### config.mk
export PLATFORM = sky130hd
export DESIGN_NAME = iic_cfg_seq_flat
export DESIGN_NICKNAME = d
export VERILOG_FILES = /design/src/rtl/iic_cfg_seq_if.sv /design/src/rtl/iic_cfg_seq.sv /design/src/flat_wrapper.sv
export SDC_FILE = /design/constraint.sdc
export NUM_CORES = 1
export LEC_CHECK = 0
export ABC_AREA = 1
export CORE_MARGIN = 4
export CORE_UTILIZATION = 52
export CTS_BUF_LIST = sky130_fd_sc_hd__clkbuf_8
export DETAILED_ROUTE_END_ITERATION = 10
export PLACE_DENSITY = 0.94
export SLEW_MARGIN = 5
export SYNTH_ARGS = -nofsm -noshare
export SYNTH_HDL_FRONTEND = slang
export SYNTH_SLANG_ARGS = --single-unit
### constraint.sdc
create_clock -name clk -period 2.2 [get_ports clk]
set_input_delay 0.22 -clock clk [delete_from_list [all_inputs] [get_ports clk]]
set_output_delay 0.22 -clock clk [all_outputs]
set_load 0.02 [all_outputs]
### src/rtl/iic_cfg_seq_if.sv
// AXI4-Lite register bus between iic_cfg_seq (master) and the AXI IIC core s_axi port (slave).
interface iic_cfg_seq_if;
    logic [8:0]  m_awaddr;
    logic        m_awvalid;
    logic        m_awready;
    logic [31:0] m_wdata;
    logic [3:0]  m_wstrb;
    logic        m_wvalid;
    logic        m_wready;
    logic [1:0]  m_bresp;
    logic        m_bvalid;
    logic        m_bready;
    logic [8:0]  m_araddr;
    logic        m_arvalid;
    logic        m_arready;
    logic [31:0] m_rdata;
    logic [1:0]  m_rresp;
    logic        m_rvalid;
    logic        m_rready;

    modport master (
        output m_awaddr, m_awvalid, m_wdata, m_wstrb, m_wvalid, m_bready,
        output m_araddr, m_arvalid, m_rready,
        input  m_awready, m_wready, m_bresp, m_bvalid,
        input  m_arready, m_rdata, m_rresp, m_rvalid
    );

    modport slave (
        input  m_awaddr, m_awvalid, m_wdata, m_wstrb, m_wvalid, m_bready,
        input  m_araddr, m_arvalid, m_rready,
        output m_awready, m_wready, m_bresp, m_bvalid,
        output m_arready, m_rdata, m_rresp, m_rvalid
    );
endinterface

### src/rtl/iic_cfg_seq.sv
// Sequences the AXI IIC core through single-byte I2C register writes (dev/reg/data) using
// dynamic-mode TX_FIFO writes, status polling and ISR clean-up, one AXI4-Lite access at a time.
module iic_cfg_seq #(
    parameter int unsigned POLL_MAX  = 1024,
    parameter logic [31:0] SOFTR_KEY = 32'h0000000A
) (
    input  logic       clk,
    input  logic       aresetn,
    input  logic       cmd_valid,
    output logic       cmd_ready,
    input  logic [6:0] cmd_dev,
    input  logic [7:0] cmd_reg,
    input  logic [7:0] cmd_data,
    output logic       done,
    output logic       err,
    output logic       busy,
    iic_cfg_seq_if.master m_axi
);

    localparam int unsigned AW = 9;
    localparam int unsigned DW = 32;
    localparam int unsigned PW = $clog2(POLL_MAX + 1);

    localparam logic [AW-1:0] A_ISR   = 9'h020;
    localparam logic [AW-1:0] A_SOFTR = 9'h040;
    localparam logic [AW-1:0] A_CR    = 9'h100;
    localparam logic [AW-1:0] A_SR    = 9'h104;
    localparam logic [AW-1:0] A_TXF   = 9'h108;

    typedef enum logic [3:0] {
        S_INIT_SOFTR, S_INIT_CR, S_IDLE, S_PRE_POLL, S_TX0, S_TX1, S_TX2,
        S_POST_POLL, S_RD_ISR, S_CLR_ISR, S_DONE
    } state_t;

    typedef enum logic [1:0] {T_IDLE, T_ADDR, T_RESP, T_READ} txn_t;

    state_t          r_state;
    txn_t            r_txn;
    logic            r_awvalid, r_wvalid, r_bready, r_arvalid, r_rready;
    logic [AW-1:0]   r_awaddr, r_araddr;
    logic [DW-1:0]   r_wdata;
    logic [6:0]      r_dev;
    logic [7:0]      r_reg, r_data;
    logic [DW-1:0]   r_isr;
    logic            r_axi_err, r_timeout;
    logic [PW-1:0]   r_poll_cnt;
    logic            r_cmd_ready, r_busy, r_done, r_err;

    logic            w_bus_state, w_is_rd;
    logic [AW-1:0]   w_addr;
    logic [DW-1:0]   w_wdata;
    logic            w_aw_hs, w_w_hs, w_ar_hs, w_aw_clr, w_w_clr;
    logic            w_b_done, w_r_done, w_resp_err, w_err_any, w_sr_ok, w_poll_last;

    // Access issued by each bus-owning state
    always_comb begin
        w_bus_state = 1'b1;
        w_is_rd     = 1'b0;
        w_addr      = '0;
        w_wdata     = '0;
        unique case (r_state)
            S_INIT_SOFTR: begin w_addr = A_SOFTR; w_wdata = SOFTR_KEY; end
            S_INIT_CR:    begin w_addr = A_CR;    w_wdata = DW'(1); end
            S_PRE_POLL,
            S_POST_POLL:  begin w_addr = A_SR;    w_is_rd = 1'b1; end
            S_TX0:        begin w_addr = A_TXF;   w_wdata = DW'({2'b01, r_dev, 1'b0}); end
            S_TX1:        begin w_addr = A_TXF;   w_wdata = DW'(r_reg); end
            S_TX2:        begin w_addr = A_TXF;   w_wdata = DW'({2'b10, r_data}); end
            S_RD_ISR:     begin w_addr = A_ISR;   w_is_rd = 1'b1; end
            S_CLR_ISR:    begin w_addr = A_ISR;   w_wdata = r_isr & DW'(3); end
            default:      w_bus_state = 1'b0;
        endcase
    end

    assign w_aw_hs     = r_awvalid & m_axi.m_awready;
    assign w_w_hs      = r_wvalid & m_axi.m_wready;
    assign w_ar_hs     = r_arvalid & m_axi.m_arready;
    assign w_aw_clr    = ~r_awvalid | w_aw_hs;
    assign w_w_clr     = ~r_wvalid | w_w_hs;
    assign w_b_done    = r_bready & m_axi.m_bvalid;
    assign w_r_done    = r_rready & m_axi.m_rvalid;
    assign w_resp_err  = (w_b_done & (m_axi.m_bresp != 2'b00)) |
                         (w_r_done & (m_axi.m_rresp != 2'b00));
    assign w_err_any   = r_axi_err | w_resp_err;
    // Ready to start: bus not busy and TX FIFO empty
    assign w_sr_ok     = ~m_axi.m_rdata[2] & m_axi.m_rdata[7];
    assign w_poll_last = (r_poll_cnt == PW'(POLL_MAX - 1));

    always_ff @(posedge clk or negedge aresetn) begin
        if (!aresetn) begin
            r_state     <= S_INIT_SOFTR;
            r_txn       <= T_IDLE;
            r_awvalid   <= 1'b0;
            r_wvalid    <= 1'b0;
            r_bready    <= 1'b0;
            r_arvalid   <= 1'b0;
            r_rready    <= 1'b0;
            r_awaddr    <= '0;
            r_araddr    <= '0;
            r_wdata     <= '0;
            r_dev       <= '0;
            r_reg       <= '0;
            r_data      <= '0;
            r_isr       <= '0;
            r_axi_err   <= 1'b0;
            r_timeout   <= 1'b0;
            r_poll_cnt  <= '0;
            r_cmd_ready <= 1'b0;
            r_busy      <= 1'b1;
            r_done      <= 1'b0;
            r_err       <= 1'b0;
        end else begin
            r_done <= 1'b0;
            if (w_resp_err) r_axi_err <= 1'b1;

            // Single-outstanding AXI engine; a new access starts the cycle after the last completes
            unique case (r_txn)
                T_IDLE: if (w_bus_state) begin
                    if (w_is_rd) begin
                        r_araddr  <= w_addr;
                        r_arvalid <= 1'b1;
                        r_rready  <= 1'b1;
                        r_txn     <= T_READ;
                    end else begin
                        r_awaddr  <= w_addr;
                        r_wdata   <= w_wdata;
                        r_awvalid <= 1'b1;
                        r_wvalid  <= 1'b1;
                        r_txn     <= T_ADDR;
                    end
                end
                T_ADDR: begin
                    if (w_aw_hs) r_awvalid <= 1'b0;
                    if (w_w_hs)  r_wvalid  <= 1'b0;
                    if (w_aw_clr && w_w_clr) begin
                        r_bready <= 1'b1;
                        r_txn    <= T_RESP;
                    end
                end
                T_RESP: if (w_b_done) begin
                    r_bready <= 1'b0;
                    r_txn    <= T_IDLE;
                end
                T_READ: begin
                    if (w_ar_hs) r_arvalid <= 1'b0;
                    if (w_r_done) begin
                        r_rready <= 1'b0;
                        r_txn    <= T_IDLE;
                    end
                end
                default: r_txn <= T_IDLE;
            endcase

            case (r_state)
                S_INIT_SOFTR: if (w_b_done) r_state <= S_INIT_CR;
                S_INIT_CR: if (w_b_done) begin
                    r_state     <= S_IDLE;
                    r_cmd_ready <= 1'b1;
                    r_busy      <= 1'b0;
                end
                S_IDLE: if (cmd_valid && r_cmd_ready) begin
                    r_dev       <= cmd_dev;
                    r_reg       <= cmd_reg;
                    r_data      <= cmd_data;
                    r_axi_err   <= 1'b0;
                    r_timeout   <= 1'b0;
                    r_isr       <= '0;
                    r_poll_cnt  <= '0;
                    r_cmd_ready <= 1'b0;
                    r_busy      <= 1'b1;
                    r_state     <= S_PRE_POLL;
                end
                S_PRE_POLL, S_POST_POLL: if (w_r_done) begin
                    r_poll_cnt <= r_poll_cnt + PW'(1);
                    if (w_err_any) begin
                        r_state <= S_DONE;
                    end else if (w_sr_ok) begin
                        r_state <= (r_state == S_PRE_POLL) ? S_TX0 : S_RD_ISR;
                    end else if (w_poll_last) begin
                        r_timeout <= 1'b1;
                        r_state   <= S_DONE;
                    end
                end
                S_TX0: if (w_b_done) r_state <= w_err_any ? S_DONE : S_TX1;
                S_TX1: if (w_b_done) r_state <= w_err_any ? S_DONE : S_TX2;
                S_TX2: if (w_b_done) begin
                    r_poll_cnt <= '0;
                    r_state    <= w_err_any ? S_DONE : S_POST_POLL;
                end
                S_RD_ISR: if (w_r_done) begin
                    r_isr <= m_axi.m_rdata;
                    if (!w_err_any && (m_axi.m_rdata[1:0] != 2'b00)) r_state <= S_CLR_ISR;
                    else                                              r_state <= S_DONE;
                end
                S_CLR_ISR: if (w_b_done) r_state <= S_DONE;
                S_DONE: begin
                    r_done <= 1'b1;
                    r_err  <= r_axi_err | r_timeout | (r_isr[1:0] != 2'b00);
                    // A timed-out poll re-enables the core before taking new commands
                    if (r_timeout) begin
                        r_state <= S_INIT_CR;
                    end else begin
                        r_state     <= S_IDLE;
                        r_cmd_ready <= 1'b1;
                        r_busy      <= 1'b0;
                    end
                end
                default: r_state <= S_INIT_SOFTR;
            endcase
        end
    end

    assign cmd_ready       = r_cmd_ready;
    assign busy            = r_busy;
    assign done            = r_done;
    assign err             = r_err;
    assign m_axi.m_awaddr  = r_awaddr;
    assign m_axi.m_awvalid = r_awvalid;
    assign m_axi.m_wdata   = r_wdata;
    assign m_axi.m_wstrb   = 4'hF;
    assign m_axi.m_wvalid  = r_wvalid;
    assign m_axi.m_bready  = r_bready;
    assign m_axi.m_araddr  = r_araddr;
    assign m_axi.m_arvalid = r_arvalid;
    assign m_axi.m_rready  = r_rready;

endmodule

### src/flat_wrapper.sv
// flat-port wrapper written by rule: the top's interface ports become plain ports
module iic_cfg_seq_flat 
#(
    parameter int unsigned POLL_MAX  = 1024,
    parameter logic [31:0] SOFTR_KEY = 32'h0000000A
)
  (clk, aresetn, cmd_valid, cmd_ready, cmd_dev, cmd_reg, cmd_data, done, err, busy, m_axi_m_awaddr, m_axi_m_awvalid, m_axi_m_wdata, m_axi_m_wstrb, m_axi_m_wvalid, m_axi_m_bready, m_axi_m_araddr, m_axi_m_arvalid, m_axi_m_rready, m_axi_m_awready, m_axi_m_wready, m_axi_m_bresp, m_axi_m_bvalid, m_axi_m_arready, m_axi_m_rdata, m_axi_m_rresp, m_axi_m_rvalid);
  iic_cfg_seq_if m_axi_i ();
  input  logic clk;
  input  logic aresetn;
  input  logic cmd_valid;
  output logic cmd_ready;
  input  logic [6:0] cmd_dev;
  input  logic [7:0] cmd_reg;
  input  logic [7:0] cmd_data;
  output logic done;
  output logic err;
  output logic busy;
  output wire logic [$bits(m_axi_i.m_awaddr)-1:0] m_axi_m_awaddr;
  output wire logic [$bits(m_axi_i.m_awvalid)-1:0] m_axi_m_awvalid;
  output wire logic [$bits(m_axi_i.m_wdata)-1:0] m_axi_m_wdata;
  output wire logic [$bits(m_axi_i.m_wstrb)-1:0] m_axi_m_wstrb;
  output wire logic [$bits(m_axi_i.m_wvalid)-1:0] m_axi_m_wvalid;
  output wire logic [$bits(m_axi_i.m_bready)-1:0] m_axi_m_bready;
  output wire logic [$bits(m_axi_i.m_araddr)-1:0] m_axi_m_araddr;
  output wire logic [$bits(m_axi_i.m_arvalid)-1:0] m_axi_m_arvalid;
  output wire logic [$bits(m_axi_i.m_rready)-1:0] m_axi_m_rready;
  input wire logic [$bits(m_axi_i.m_awready)-1:0] m_axi_m_awready;
  input wire logic [$bits(m_axi_i.m_wready)-1:0] m_axi_m_wready;
  input wire logic [$bits(m_axi_i.m_bresp)-1:0] m_axi_m_bresp;
  input wire logic [$bits(m_axi_i.m_bvalid)-1:0] m_axi_m_bvalid;
  input wire logic [$bits(m_axi_i.m_arready)-1:0] m_axi_m_arready;
  input wire logic [$bits(m_axi_i.m_rdata)-1:0] m_axi_m_rdata;
  input wire logic [$bits(m_axi_i.m_rresp)-1:0] m_axi_m_rresp;
  input wire logic [$bits(m_axi_i.m_rvalid)-1:0] m_axi_m_rvalid;
  assign m_axi_m_awaddr = m_axi_i.m_awaddr;
  assign m_axi_m_awvalid = m_axi_i.m_awvalid;
  assign m_axi_m_wdata = m_axi_i.m_wdata;
  assign m_axi_m_wstrb = m_axi_i.m_wstrb;
  assign m_axi_m_wvalid = m_axi_i.m_wvalid;
  assign m_axi_m_bready = m_axi_i.m_bready;
  assign m_axi_m_araddr = m_axi_i.m_araddr;
  assign m_axi_m_arvalid = m_axi_i.m_arvalid;
  assign m_axi_m_rready = m_axi_i.m_rready;
  assign m_axi_i.m_awready = m_axi_m_awready;
  assign m_axi_i.m_wready = m_axi_m_wready;
  assign m_axi_i.m_bresp = m_axi_m_bresp;
  assign m_axi_i.m_bvalid = m_axi_m_bvalid;
  assign m_axi_i.m_arready = m_axi_m_arready;
  assign m_axi_i.m_rdata = m_axi_m_rdata;
  assign m_axi_i.m_rresp = m_axi_m_rresp;
  assign m_axi_i.m_rvalid = m_axi_m_rvalid;
  iic_cfg_seq #(.POLL_MAX(POLL_MAX), .SOFTR_KEY(SOFTR_KEY)) u_core (.clk(clk), .aresetn(aresetn), .cmd_valid(cmd_valid), .cmd_ready(cmd_ready), .cmd_dev(cmd_dev), .cmd_reg(cmd_reg), .cmd_data(cmd_data), .done(done), .err(err), .busy(busy), .m_axi(m_axi_i));
endmodule
==> results of run 1 <==
cells in the mapped netlist, drive strengths merged, types with 2 or more instances:
cell type	n	area [sq um]
inv	68	255
xor2	3	26.3
dfrtp	72	1800
nand4	4	25.0
o21ai	56	288
a21oi	8	40.0
nor3	3	15.0
ha	6	75.1
or2	2	12.5
nor2	56	230
buf	43	335
o22ai	5	31.3
conb	2	7.51
nand2	158	621
nand3	27	135
power breakdown:
part           leakage (nW)  switching [mW]  internal, mW
combinational          1.33            1.74         0.919
sequential            0.933           0.279          1.80
clock                 0.111           0.528         0.640
layout by cell type (no fill, tap or decap), types with 8 or more instances in the layout:
cell type        synthesis  final
nor2_1                  50     50
dfrtp_1                 72     72
inv_1                   64     65
o21ai_1                  9      9
a21oi_1                  8      8
nand3_1                 27     27
conb_1                   2     34
o21ai_0                 45     45
nand2_1                149    149
clkbuf_8                 0      9
clkdlybuf4s50_1          0     66
nand2_2                  8      8
worst paths after layout:
kind,slack (ns),cells after the start,start,end
setup reg to reg,0.32,9,u_core.r_state[2],u_core.r_isr[1]
hold / removal,0.40,3,cmd_data[5],u_core.r_data[5]
max in group asynchronous,1.41,3,aresetn,u_core.busy
setup / recovery,0.32,9,u_core.r_state[2],u_core.r_isr[1]
min in group asynchronous,0.44,3,aresetn,u_core.r_reg[4]
hold reg to reg,0.48,2,u_core.r_dev[0],u_core.r_dev[0]
kinds of logic after synthesis:
| logic type | Yosys count |
|---|---|
| AND/OR/NAND/NOR | 252 |
| buffers and inverters | 112 |
| AO/OA/AOI/OAI | 75 |
| flip-flops | 73 |
| adder cells (fa/ha/maj) | 6 |
| XOR/XNOR | 4 |
| other | 2 |
repair_timing:
action,CTS,global route
hold endpoints to repair,72,0
hold buffers,1,0
endpoints found under the setup margin,0,0
through the flow:
stage | hold WS, ns | setup WS [ns] | cells | total power [mW]
2_1_floorplan | -0.0756 | 0.717 | 556 | 3.91
3_3_place_gp | 0.273 | 0.343 | 683 | 4.58
3_5_place_dp | 0.285 | 0.314 | 683 | 4.71
4_1_cts | 0.397 | 0.373 | 700 | 5.90
5_1_grt | 0.395 | 0.181 | 700 | 6.32
6_report | 0.396 | 0.320 | 700 | 5.91
final cells by class:
| type | instances | share of cell area [%] |
|---|---|---|
| Sequential cell | 73 | 37.7 |
| Multi-Input combinational cell | 371 | 35.0 |
| Timing Repair Buffer | 73 | 15.0 |
| Inverter | 68 | 5.26 |
| Clock buffer | 9 | 2.55 |
| Tap cell | 99 | 2.55 |
| Clock inverter | 7 | 1.94 |
critical path: stages, from the launching register on:
cell and delay [ns]:
dfrtp_1 0.47, inv_2 0.13, nand2_1 0.14, nor2_2 0.15
inv_1 0.08, nor2_2 0.16, inv_1 0.20, o21ai_1 0.25
nand3_1 0.12, o21ai_0 0.10
per-layer routing:
layer  up-vias  share of wire (%)  track usage (%)
met2       159                 48             36.4
met3        30                6.4             4.69
li1       1720                  -                -
met4         0                3.1             9.24
met1      1660                 42             29.0
met5         -                  0                0
==> metrics.txt, run 1 <==
compound-cell area share of the yosys netlist=10.2%; Max rail drop VDD=approximately 0.64 mV; Vias/cell=~5.1; Max Clock Skew=between 0.01 and 0.015 ns; core area=approximately 7400 sq um; Post-Layout Inst Area=4850 sq um; Post-Synth Simple-Gate Area=26.3%; GRT Util Overall=between 20% and 30%; post-CTS sizing=0; Slew Viols, Final=0; clk_lat worst skew=roughly 0.35 ns; Worst Setup Path Type=reg2reg; max-cap viol count=0; period utilization=85.4%; fin nets=669; setup_tns=0 ns; I/O Pins=130; Leak=2.37 nW; Largest Register=u_core.r_poll_cnt; n_diodes=0; DPL Wire Length=between 7000 and 8000 um; Area after DPL=between 4000 and 5000 sq um; DRC viols=0; clk slew on worst S/H paths=~0.080 ns; cell count after synthesis=around 520; final setup fails=0; Adder-Cell Fraction of Synth Area=approximately 1.9%; number of synthesized flops with an enable pin=0; share of cells above drive strength 1=7.65%; die height=95.7 um; Mapped Area=around 4000 sq um; hold crit path type=in2reg; number of buffers added on ports=67; Inserted Clock Buffers=9; Clock Tree Buf Depth=2; multi-input logic area=around 1700 sq um; Post-synth ARST share=100%; CP Launch Type=flop; total wire length=slightly below 10000 um; Post-CTS Setup Bufs=0; Critical Path End Type=flop; DRT Pass-1 Iters=5; Yosys reg bits=73; GR Overflow Total=0; first-pass GRT wire length=~16000 um; Post-synth top flop=dfrtp_1; largest net degree at the start of global routing=74; # rows=31; Initial Util=around 54%; register area=1830 sq um; Synth Area in XOR/XNOR=less than 1%; Antenna Nets Post-Route=0; drt wl/cell=around 14 um; main combinational cell family by area after synthesis=simple AND/OR/NAND/NOR gates; max reg flops=11; outcome=complete, no violations; CP Max Fanout=11; Die Span X=95.7 um; syn avg cell area=between 7 and 8 sq um; Unique masters post-synth=35; unrepaired setup endpoints after global routing=false; FILL cells=just over 600; vias in the first global route=between 3000 and 4000; DR iter-0 viols=247; Crit path arrival time=2.15 ns; Peak Freq=about 530 MHz; sequential area share after synthesis=~46%; root buffer cell=clkbuf_8; GP Congestion=between 0.9 and 1; critical path required time=between 2 and 2.5 ns; die area=9160 sq um; number of antenna violations at the first check in global routing=0; Min Clock Period, post-route=~1.9 ns; mux contribution to synthesized area=0%; Vias=~3600; number of hold violations in the final report=0; Layout area overhead=21.2%; Syn. warnings=0; Pwr Density=~1200 nW/um^2; clock sinks=73; CTS tree=done; Max H-tree Level=3; Layout Utilization=between 60% and 70%
(Power assumes the default switching activity.)
==> run 2: changes to the inputs <==
--- a/config.mk
+++ b/config.mk
@@ -7,10 +7,10 @@
 export LEC_CHECK = 0
 export ABC_AREA = 1
 export CORE_MARGIN = 4
-export CORE_UTILIZATION = 52
+export CORE_UTILIZATION = 48
 export CTS_BUF_LIST = sky130_fd_sc_hd__clkbuf_8
 export DETAILED_ROUTE_END_ITERATION = 10
-export PLACE_DENSITY = 0.94
+export PLACE_DENSITY = 0.88
 export SLEW_MARGIN = 5
 export SYNTH_ARGS = -nofsm -noshare
 export SYNTH_HDL_FRONTEND = slang
==> constraint.sdc (replaced) <==
create_clock -name clk -period 2 [get_ports clk]
set_input_delay 0.2 -clock clk [delete_from_list [all_inputs] [get_ports clk]]
set_output_delay 0.2 -clock clk [all_outputs]
set_load 0.02 [all_outputs]
==> run 2 against run 1 <==
Flip-flop and latch count did not move. Via count fell by 1.1%. Critical endpoint is now u_core.r_poll_cnt[2]. Largest cell class unchanged. Largest power group unchanged. Core utilization fell by 6.4 points. Clock power fell by 12%. Count of clock-buffer cells in the layout rose by 1. Setup slack got worse by 0.14 ns.
==> metrics.txt, run 2 (synthesis gave the netlist of run 1 again) <==
post-route setup slack=0.185 ns; Slew Viols, Final=0; CP Max Fanout=12; Vias/cell=~5.0; number of buffers added on ports=67; Layout area overhead=21.4%; Initial Util=between 40 and 50%; Psw=approximately 2.8 mW; placed insts=roughly 700; drt wl/cell=~13 um; outcome=complete, no violations; FF-to-FF path depth=9; setup_tns=0 ns; Leak=2.37 nW; fin nets=roughly 670; number of hold violations in the final report=0; Flop pwr share=36.4%; Post-Layout Inst Area=4850 sq um; Crit path arrival time=2.07 ns; CP top delay family=simple AND/OR/NAND/NOR gates; final instance count without filler cells=710; Worst Path Buf+Inv=2; Antenna Nets Post-Route=0; GR Overflow Total=0; die area=just under 10000 sq um; share of cells above drive strength 1=8.10%; n_diodes=0; max reg flops=11; first-pass GRT wire length=approximately 16000 um; switching part of the total=between 40% and 50%; CTS tree=done; Min Clock Period, post-route=roughly 1.8 ns; core area=a little over 8000 sq um; root buffer cell=clkbuf_8; RR Startpoint=u_core.r_state[0]; Vias=around 3500; hold crit path type=in2async; Fin Hold WS=~0.38 ns; met1 Usage GRT=26.8%; GRT busiest layer=met2; Inserted Clock Buffers=9; total wire length=~9400 um; Clock Tree Buf Depth=2; logic gate share of total power=between 40% and 50%; GRT Util Overall=roughly a fifth; internal power=3.52 mW; clock sinks=between 70 and 80; max-cap viol count=0; Power Total=around 6.3 mW; final setup fails=0; critical path depth in cells=9; # rows=33; FILL cells=between 700 and 800; Critical Path End Type=flop; Layout Utilization=about three fifths; slowest CP cell=dfrtp_1; FF-to-FF End=u_core.r_poll_cnt[2]; clk slew on worst S/H paths=~0.080 ns; Setup Slack @ Placement=~0.13 ns; DRC viols=0; most frequent cells in the layout=nand2_1, dfrtp_1, inv_1, clkdlybuf4s50_1, nor2_1; unrepaired setup endpoints after global routing=false; Peak Freq=between 500 and 600 MHz; die height=a little under 100 um; post-CTS sizing=0; FF-to-FF setup slack=between 0.15 and 0.2 ns; DR iter-0 viols=about 280; Area after DPL=4670 sq um; clk_lat worst skew=about 0.36 ns; Max Clock Skew=about 0.011 ns; most common cell after layout, fill and taps aside=nand2_1; CP Launch Type=flop; vias in the first global route=~3300; period utilization=slightly above 90%; DRT Pass-1 Iters=8; GRT met3 Usage=3.37%; Largest Register=u_core.r_poll_cnt; Pwr Density=around 1300 nW/um^2; clock power share=16.4%; slowest stage delay, CP=between 0.4 and 0.5 ns; Max H-tree Level=3; crit-path cells=inv_2, nand2_4, nor2_2, nand2_2, nand3_1, nor2_4, buf_4, a21oi_1, nor2_1; GP Congestion=0.922; Max rail drop VDD=between 0.7 and 0.8 mV; Die Span X=roughly 99 um; I/O Pins=130; DPL Wire Length=slightly above 7000 um; Worst Setup Path Type=reg2reg; number of antenna violations at the first check in global routing=0; largest net degree at the start of global routing=74; GR Layer Usage met2=about a third; critical path required time=roughly 2.3 ns
[run 2: layer usage]
layer	share of wire (%)	vias up	wire length, um
met1	43	1654	4060
li1	-	1727	-
met5	0	-	0
met2	48	129	4580
met3	6.4	18	600
met4	2.1	0	198
[run 2: cell type report]
type | instances | area [sq um] | area share, %
multi-input combinational | 371 | 1700 | 35.0
sequential | 73 | 1830 | 37.7
clock inverter | 6 | 36.3 | 0.747
timing repair buffer | 77 | 768 | 15.8
inverter | 68 | 255 | 5.26
clock buffer | 10 | 138 | 2.84
tap | 105 | 131 | 2.71
[run 2: worst max-delay path by stage]
| stage | start | end |
|---|---|---|
| 2_1_floorplan | u_core.m_axi.m_rready | u_core.r_state[3] |
| 3_3_place_gp | m_axi_m_rvalid | u_core.r_state[3] |
| 6_report | u_core.r_state[0] | u_core.r_poll_cnt[2] |
| 5_1_grt | u_core.r_poll_cnt[0] | u_core.r_state[3] |
| 3_5_place_dp | m_axi_m_rvalid | u_core.r_state[3] |
| 4_1_cts | u_core.r_state[0] | u_core.r_poll_cnt[2] |
[run 2: worst min-delay path, stage by stage]
cell and delay, ns:
dlygate4sd3_1 0.52, buf_2 0.12, buf_12 0.31
[run 2: power groups by stage]
stage	Combinational, mW	Clock [mW]	Sequential, mW
after floorplan	1.87	0	2.42
after global placement	2.84	0	2.29
after detailed placement	2.93	0	2.31
after CTS	2.95	1.04	2.29
after global routing	3.31	1.11	2.35
final	2.96	1.03	2.29
[run 2: timing repair]
action,CTS,global route
buffers inserted,0,0
endpoints found under the hold margin,72,0
hold buffers,1,0
==> run 3: changes to the inputs <==
--- a/config.mk
+++ b/config.mk
@@ -7,10 +7,9 @@
 export LEC_CHECK = 0
 export ABC_AREA = 1
 export CORE_MARGIN = 4
-export CORE_UTILIZATION = 48
-export CTS_BUF_LIST = sky130_fd_sc_hd__clkbuf_8
+export CORE_UTILIZATION = 47
 export DETAILED_ROUTE_END_ITERATION = 10
-export PLACE_DENSITY = 0.88
+export PLACE_DENSITY = 0.84
 export SLEW_MARGIN = 5
 export SYNTH_ARGS = -nofsm -noshare
 export SYNTH_HDL_FRONTEND = slang
==> run 3 against run 2 <==
Power increased by 4.6%. Combinational power about the same. Setup slack got worse by 0.0013 ns. Core utilization increased by 0.38 points. Maximum frequency about the same. Via count increased by 0.88%. Final cell count increased by 0.42%. Largest cell class unchanged. Highest routed layer unchanged.
==> metrics.txt, run 3 (synthesis gave the netlist of run 1 again) <==
Power Total=between 6 and 7 mW; vias in the first global route=around 3400; setup_tns=0 ns; FF-to-FF End=u_core.m_axi.m_wdata[4]; Worst Setup Path Type=reg2reg; Min Clock Period, post-route=approximately 1.8 ns; Vias=between 3000 and 4000; Flop pwr share=a little over a third; DPL Wire Length=about 7300 um; Leak=2.40 nW; drt wl/cell=approximately 13 um; CP Max Fanout=14; GR Overflow Total=0; number of hold violations in the final report=0; root buffer cell=clkbuf_8; die height=~100 um; number of buffers added on ports=67; clock sinks=73; critical path required time=2.30 ns; core area=around 8300 sq um; total wire length=around 9500 um; Crit path arrival time=about 2.1 ns; share of cells above drive strength 1=between 9 and 10%; n_diodes=0; number of antenna violations at the first check in global routing=0; Max H-tree Level=3; most common cell after layout, fill and taps aside=nand2_1; first-pass GRT wire length=~16000 um; max reg flops=11; clk_lat worst skew=about 0.36 ns; fin nets=676; final setup fails=0; Vias/cell=4.99; CP Launch Type=flop; Die Span X=100 um; Max Clock Skew=0.0115 ns; # rows=33; Clock Tree Buf Depth=2; Peak Freq=roughly 550 MHz; Critical Path End Type=flop; largest net degree at the start of global routing=39; Pwr Density=between 1000 and 1500 nW/um^2; switching part of the total=between 40% and 50%; FF-to-FF setup slack=about 0.18 ns; Critical Path End=u_core.m_axi.m_wdata[4]; Initial Util=roughly half; die area=10100 sq um; hold crit path type=in2async; Fin Hold WS=about 0.27 ns; logic gate share of total power=45.2%; Psw=2.81 mW; outcome=complete, no violations; max-cap viol count=0; Largest Register=u_core.r_poll_cnt; CTS tree=done; clk slew on worst S/H paths=0.08 ns; DRC viols=0; GP Congestion=0.971; unrepaired setup endpoints after global routing=false; FF-to-FF path depth=8; DRT Pass-1 Iters=5; Layout area overhead=23.4%; Max rail drop VDD=0.730 mV; Antenna Nets Post-Route=0; RR Startpoint=u_core.r_state[0]; internal power=about 3.8 mW; period utilization=90.8%; clock power share=between 10% and 20%; most frequent cells in the layout=nand2_1, dfrtp_1, clkdlybuf4s50_1; Slew Viols, Final=0; GRT Util Overall=19.7%; CP startpoint=u_core.r_state[0]; Layout Utilization=~60%; Inserted Clock Buffers=9; I/O Pins=between 100 and 150; DR iter-0 viols=roughly 270
[run 3: cell count changes in the layout (fill, tap and decap cells not counted)]
cell and delta:
nand2_4 +1, inv_1 -2, dfrtp_2 +1, nand2_2 -1, clkbuf_8 -1, bufinv_16 +2, inv_6 +2, buf_4 +3
dfrtp_1 -1, clkinv_2 -1
[run 3: worst min path at each step]
| stage | endpoint | slack [ns] | cells after the start |
|---|---|---|---|
| floorplan | u_core.cmd_ready | -0.1 | 0 |
| global placement | u_core.r_poll_cnt[9] | 0.12 | 1 |
| detailed placement | u_core.r_poll_cnt[9] | 0.12 | 1 |
| CTS | u_core.r_poll_cnt[9] | 0.27 | 2 |
| global route | u_core.r_poll_cnt[3] | 0.29 | 2 |
| finish | u_core.r_poll_cnt[3] | 0.27 | 2 |
[run 3: critical path: stages, from the launching register on]
cell and delay [ns]:
dfrtp_1 0.49, inv_2 0.13, a21oi_1 0.27, nor2_1 0.11, nor2_1 0.19, nand2_4 0.16
inv_1 0.21, o21ai_0 0.13, nand2_1 0.07
[run 3: what timing repair did]
action | 4_1_cts | 5_1_grt
hold endpoints to repair | 12 | 0
gates resized for setup | 0 | 2
setup endpoints to repair | 0 | 11
buffers inserted | 0 | 0
hold buffers | 1 | 0
[run 3: layout make-up]
cell class / instances / area [sq um]
repair buffers: 80 / 791
inverters: 68 / 255
fillers: 723 / 3320
clock inverters: 7 / 101
clock buffers: 9 / 124
multi-input cells: 371 / 1700
well taps: 105 / 131
flip-flops and latches: 73 / 1830
[run 3: routing by layer]
metal	global-route usage [%]	routed length (um)
met1	26.1	4110
met2	31.7	4570
met3	3.27	611
met4	8.81	229
met5	0	0
[run 3: stage by stage]
| stage | area, sq um | instances | worst slack [ns] |
|---|---|---|---|
| 3_3_place_gp | 4690 | 696 | 0.124 |
| 4_1_cts | 4930 | 713 | 0.0660 |
| 6_report | 4930 | 713 | 0.183 |
| 2_1_floorplan | 4120 | 556 | 0.517 |
| 5_1_grt | 4930 | 713 | 0.0139 |
| 3_5_place_dp | 4690 | 696 | 0.0928 |
[run 3: power groups by stage]
stage	sequential (mW)	combinational [mW]	clock [mW]
floorplan	2.42	1.87	0
global placement	2.29	2.83	0
detailed placement	2.31	2.92	0
CTS	2.29	2.95	1.32
global route	2.34	3.34	1.40
finish	2.29	2.97	1.31
